$ cat config.mk
export PLATFORM = sky130hd
export DESIGN_NAME = mem_arbiter
export DESIGN_NICKNAME = d
export VERILOG_FILES = /design/src/rtl/mem_arbiter.sv
export SDC_FILE = /design/constraint.sdc
export NUM_CORES = 1
export LEC_CHECK = 0
export CORE_AREA = 3 3 91 128
export CTS_CLUSTER_DIAMETER = 30
export DETAILED_ROUTE_END_ITERATION = 8
export DIE_AREA = 0 0 94 131
export PLACE_DENSITY = 0.86
export RECOVER_POWER = 100
export SETUP_SLACK_MARGIN = 0.1
export SLEW_MARGIN = 20
export SYNTH_ARGS = -nofsm -noshare
export SYNTH_HDL_FRONTEND = slang
export SYNTH_SLANG_ARGS = --single-unit
$ cat constraint.sdc
create_clock -name i_clk -period 3.95 [get_ports i_clk]
set_clock_uncertainty 0.15 [all_clocks]
set_input_delay 0.79 -clock i_clk [delete_from_list [all_inputs] [get_ports i_clk]]
set_output_delay 0.79 -clock i_clk [all_outputs]
set_load 0.02 [all_outputs]
$ cat src/rtl/mem_arbiter.sv
// Two-requester memory arbiter: fetch and data ports share one memory port.
// Data normally wins; fetch is forced through after STARVE_MAX consecutive data grants.
module mem_arbiter #(
    parameter int ADDR_W     = 32,
    parameter int DATA_W     = 32,
    parameter int STARVE_MAX = 4
) (
    input  logic                  i_clk,
    input  logic                  i_rst,
    input  logic                  i_if_req,
    input  logic [ADDR_W-1:0]     i_if_addr,
    output logic                  o_if_gnt,
    output logic                  o_if_rvalid,
    output logic [DATA_W-1:0]     o_if_rdata,
    input  logic                  i_d_req,
    input  logic                  i_d_we,
    input  logic [ADDR_W-1:0]     i_d_addr,
    input  logic [DATA_W-1:0]     i_d_wdata,
    input  logic [DATA_W/8-1:0]   i_d_be,
    output logic                  o_d_gnt,
    output logic                  o_d_rvalid,
    output logic [DATA_W-1:0]     o_d_rdata,
    output logic                  o_mem_req,
    output logic                  o_mem_we,
    output logic [ADDR_W-1:0]     o_mem_addr,
    output logic [DATA_W-1:0]     o_mem_wdata,
    output logic [DATA_W/8-1:0]   o_mem_be,
    input  logic                  i_mem_ready,
    input  logic                  i_mem_rvalid,
    input  logic [DATA_W-1:0]     i_mem_rdata,
    output logic                  o_busy
);

    localparam int BE_W = DATA_W / 8;
    localparam int SC_W = $clog2(STARVE_MAX + 1);
    localparam logic [SC_W-1:0] STARVE_LIM = SC_W'(STARVE_MAX);

    // state     | meaning
    // IDLE      | no transaction, arbitrate and grant
    // ISSUE     | command on the memory port until accepted
    // WAIT_RESP | command accepted, waiting for the response
    localparam logic [1:0] IDLE      = 2'd0;
    localparam logic [1:0] ISSUE     = 2'd1;
    localparam logic [1:0] WAIT_RESP = 2'd2;

    logic [1:0]        state_q, state_d;
    logic              owner_q, owner_d;   // 1 = data port, 0 = fetch port
    logic [SC_W-1:0]   starve_q, starve_d;
    logic [ADDR_W-1:0] addr_q, addr_d;
    logic              we_q, we_d;
    logic [DATA_W-1:0] wdata_q, wdata_d;
    logic [BE_W-1:0]   be_q, be_d;
    logic              fetch_win, data_win, resp, idle;

    assign idle      = (state_q == IDLE);
    assign fetch_win = i_if_req && (!i_d_req || (starve_q == STARVE_LIM));
    assign data_win  = i_d_req && !fetch_win;

    always_comb begin
        state_d  = state_q;
        owner_d  = owner_q;
        starve_d = starve_q;
        addr_d   = addr_q;
        we_d     = we_q;
        wdata_d  = wdata_q;
        be_d     = be_q;
        resp     = 1'b0;
        case (state_q)
            IDLE: begin
                if (fetch_win) begin
                    state_d  = ISSUE;
                    owner_d  = 1'b0;
                    addr_d   = i_if_addr;
                    we_d     = 1'b0;
                    wdata_d  = '0;
                    be_d     = '1;
                    starve_d = '0;
                end else if (data_win) begin
                    state_d = ISSUE;
                    owner_d = 1'b1;
                    addr_d  = i_d_addr;
                    we_d    = i_d_we;
                    wdata_d = i_d_wdata;
                    be_d    = i_d_be;
                    if (i_if_req && (starve_q != STARVE_LIM))
                        starve_d = starve_q + 1'b1;
                end
            end
            ISSUE: begin
                if (i_mem_ready)
                    state_d = WAIT_RESP;
            end
            WAIT_RESP: begin
                if (i_mem_rvalid) begin
                    resp    = 1'b1;
                    state_d = IDLE;
                end
            end
            default: state_d = IDLE;
        endcase
    end

    always_ff @(posedge i_clk or negedge i_rst) begin
        if (!i_rst) begin
            state_q  <= IDLE;
            owner_q  <= 1'b0;
            starve_q <= '0;
            addr_q   <= '0;
            we_q     <= 1'b0;
            wdata_q  <= '0;
            be_q     <= '0;
        end else begin
            state_q  <= state_d;
            owner_q  <= owner_d;
            starve_q <= starve_d;
            addr_q   <= addr_d;
            we_q     <= we_d;
            wdata_q  <= wdata_d;
            be_q     <= be_d;
        end
    end

    // Grants are combinational from the requests, so reset must mask them too.
    assign o_if_gnt    = i_rst && idle && fetch_win;
    assign o_d_gnt     = i_rst && idle && data_win;
    assign o_if_rvalid = resp && !owner_q;
    assign o_d_rvalid  = resp && owner_q;
    assign o_if_rdata  = o_if_rvalid ? i_mem_rdata : '0;
    assign o_d_rdata   = o_d_rvalid ? i_mem_rdata : '0;
    assign o_mem_req   = (state_q == ISSUE);
    assign o_mem_we    = we_q;
    assign o_mem_addr  = addr_q;
    assign o_mem_wdata = wdata_q;
    assign o_mem_be    = be_q;
    assign o_busy      = !idle;

endmodule

==> metrics <==
critical path type in -> out; library cells used by synthesis 28; fmax 0.2692 GHz; sequential power share 0.292; CTS Buffer Depth 2; crit path buf inv count 3; total gr overflow 0; Worst path top cell family by delay buffers and inverters; io pins 278; Mapped Nets 569; Starting Density 0.3857; Slew @ Worst Pin 1.564 ns; status finished, violations left; Clock Sinks 75; full die area 12,310 sq um; Yosys top cell area share 0.4548; violated checks max-capacitance violations, max-slew violations; gr busiest metal met2; port bufs 277; sw frac 0.4264; Cell Chain, Critical Path dlygate4sd3_1 > nand2_1 > nor3b_2 > buf_4 > and2_1 > dlygate4sd3_1; largest net degree at the start of global routing 66; crit path max-delay cell type dlygate4sd3_1; setup TNS 0 ns; H-tree depth 3; final cell count without fillers 822; global-route wire length before repair 23.64 mm; chip width 94 um; clock buffer count from CTS 9; CTS tree built; Seq cells post-synth 75; number of nets with antenna violations after routing 0; Die H 131 um; Final Hold Fails 0; EDFF count, synth 0; vias in the first global route 4,308; # Post-CTS Setup Buffers 0; cell taking the most area after synthesis dfrtp_1; Combinational Power Share 0.538; CP Data Required Time 3.01 ns; drt first-iter violations 256; PwrDens 644.2 nW/um^2; Top cell by count, worst path dlygate4sd3_1; post-synthesis sequential area ratio 0.4548; clock slew seen by the registers of the worst setup and hold paths 0.06 ns; Root Driver clkbuf_16; initial antenna violation count 1; Max Fanout on Critical Path 33; Layout area overhead 72.83%; startpoint types primary input; all-layer global routing usage 0.2448; per-cell routed wire length 19.03 um; DP Area 6928 sq um; RSZ-0062 raised after global routing false; via count 4,483; Final nets 817; Pint 2.635 mW; YS warnings 0; aggregate routed wire length 15.64 mm; Via density 5.454; crit share post-route 0.9403; PostCTS Resize Cnt 0; detailed placer's ending HPWL 11.35 mm; Post-CTS Hold Fix Bufs 0; slowest cell delay on critical path 0.72 ns; Layout Cell Area excl Fill 7132 sq um; Mapped Cells 428; fin crit period 3.714 ns; met2 Use GR 0.4069; dpl cells 806; Worst-Skew Late Latency 0.33 ns; max cap viols 1; Leakage 3.037 nW; clock share of power 0.170; syn avg cell area 9.641 sq um; Final Wtd Congestion 0.8997; # diodes 0; Hold WC Path Type reg -> reg; CP Capture Type primary output; Psw 1.959 mW; Util after Layout 0.6667; ratio of cells with drive above 1 in the final layout 0.06314; relative slew slack -0.04247; Core Rows 45; Worst Path Arrival 2.77 ns; Synth area leaders dfrtp_1 45%, and2_1 9.9%, nand3_1 8.0%; Core Box Area 10,700 sq um; DRT Pass-1 Iters 4; grt met1 use 0.3135; mapped cell area 4126 sq um; Max IR drop VDD 0.3518 mV; met3 usage 0.05670; share of flip-flops with an asynchronous set or reset 1.000; Synth Flop Type dfrtp_1; Finish-stage setup viols 0; # DRC 0; Final Max Tran Viols 64
[per-stage QoR]
step | total power [mW] | setup WS [ns] | hold WS [ns]
after floorplan | 2.841 | 1.203 | 0.3444
after global placement | 3.954 | 0.3902 | 0.3234
after detailed placement | 4.047 | 0.3545 | 0.3229
after CTS | 4.854 | 0.3533 | 0.1667
after global routing | 4.878 | 0.1539 | 0.3512
final | 4.594 | 0.2360 | 0.3336
[worst reg2reg max path, stage by stage, from the launching register on]
cell      delay (ns)
dfrtp_1         0.48
nor2_4          0.15
clkbuf_2        0.57
nand2_2         0.68
o21ai_0         0.42
[metal layers]
| metal | routed length, um | vias up |
|---|---|---|
| met5 | 13 | - |
| met4 | 384 | 2 |
| met3 | 1302 | 36 |
| met2 | 7788 | 222 |
| met1 | 6152 | 2154 |
| li1 | - | 2069 |
[cell usage after synthesis (all sizes together) (2+ instances only)]
library cell / number
nand3: 66
o21ai: 43
clkbuf: 22
ha: 2
and2: 65
nand2b: 2
buf: 29
dfrtp: 75
nor2: 6
a21oi: 4
o2bb2ai: 34
inv: 4
o211ai: 32
a22o: 3
nand4: 32
nand2: 2
[power by group through the flow]
stage / Clock [mW] / Sequential [mW] / Combinational, mW
final: 0.779 / 1.34 / 2.47
after global routing: 0.836 / 1.39 / 2.65
after CTS: 0.797 / 1.37 / 2.69
after detailed placement: 0 / 1.37 / 2.68
after global placement: 0 / 1.36 / 2.60
after floorplan: 0 / 1.74 / 1.10
[placed cells by master, fill, tap and decap left out, drive strengths merged]
cell / count
a21oi: 4
nor3: 1
nand3: 66
nand2: 2
nor2: 6
and3: 1
mux2: 1
o2bb2ai: 34
clkbuf: 15
o21ai: 43
dlygate4sd3: 137
nor3b: 1
or2: 1
nand4: 32
a22o: 3
o211ai: 32
clkdlybuf4s50: 139
clkinvlp: 5
ha: 2
inv: 4
buf: 8
dfrtp: 75
or3b: 1
and2: 65
nand2b: 2
a21bo: 1
[layout make-up]
type,count,area (sq um)
Clock inverter,5,37.54
Multi-Input combinational cell,298,1932
Sequential cell,75,1877
Inverter,4,15.01
Clock buffer,11,252.7
Fill cell,841,3566
Tap cell,141,176.4
Timing Repair Buffer,288,2841
[state kept, by name, summed over array words and instances (netlist names)]
name         cells
o_mem_be         4
o_mem_we         1
state_q          2
o_mem_addr      32
o_mem_wdata     32
starve_q         3
owner_q          1
[kinds of logic (layout without fill, tap and decap cells)]
kind of cell / count (synthesis) / in the layout / synth area share
adders and majority gates: 2 / 2 / 0.006063
muxes: 1 / 1 / 0.002729
AOI/OAI and AO/OA: 117 / 117 / 0.2250
and+or+nand+nor: 178 / 178 / 0.2480
DFF: 75 / 75 / 0.4548
buffers and inverters: 55 / 308 / 0.06337
[worst paths after layout]
kind / start / to / slack [ns] / cells after the start
max: i_mem_rvalid / o_d_rdata[21] / 0.24 / 6
min: o_mem_wdata[1] / o_mem_wdata[1] / 0.33 / 1
max reg2reg: state_q[0] / o_mem_be[0] / 1.40 / 4
min reg2reg: o_mem_wdata[1] / o_mem_wdata[1] / 0.33 / 1
max in group asynchronous: i_rst / o_mem_addr[13] / 1.18 / 2
min in group asynchronous: i_rst / starve_q[2] / 0.42 / 1
(Power assumes the default switching activity.)
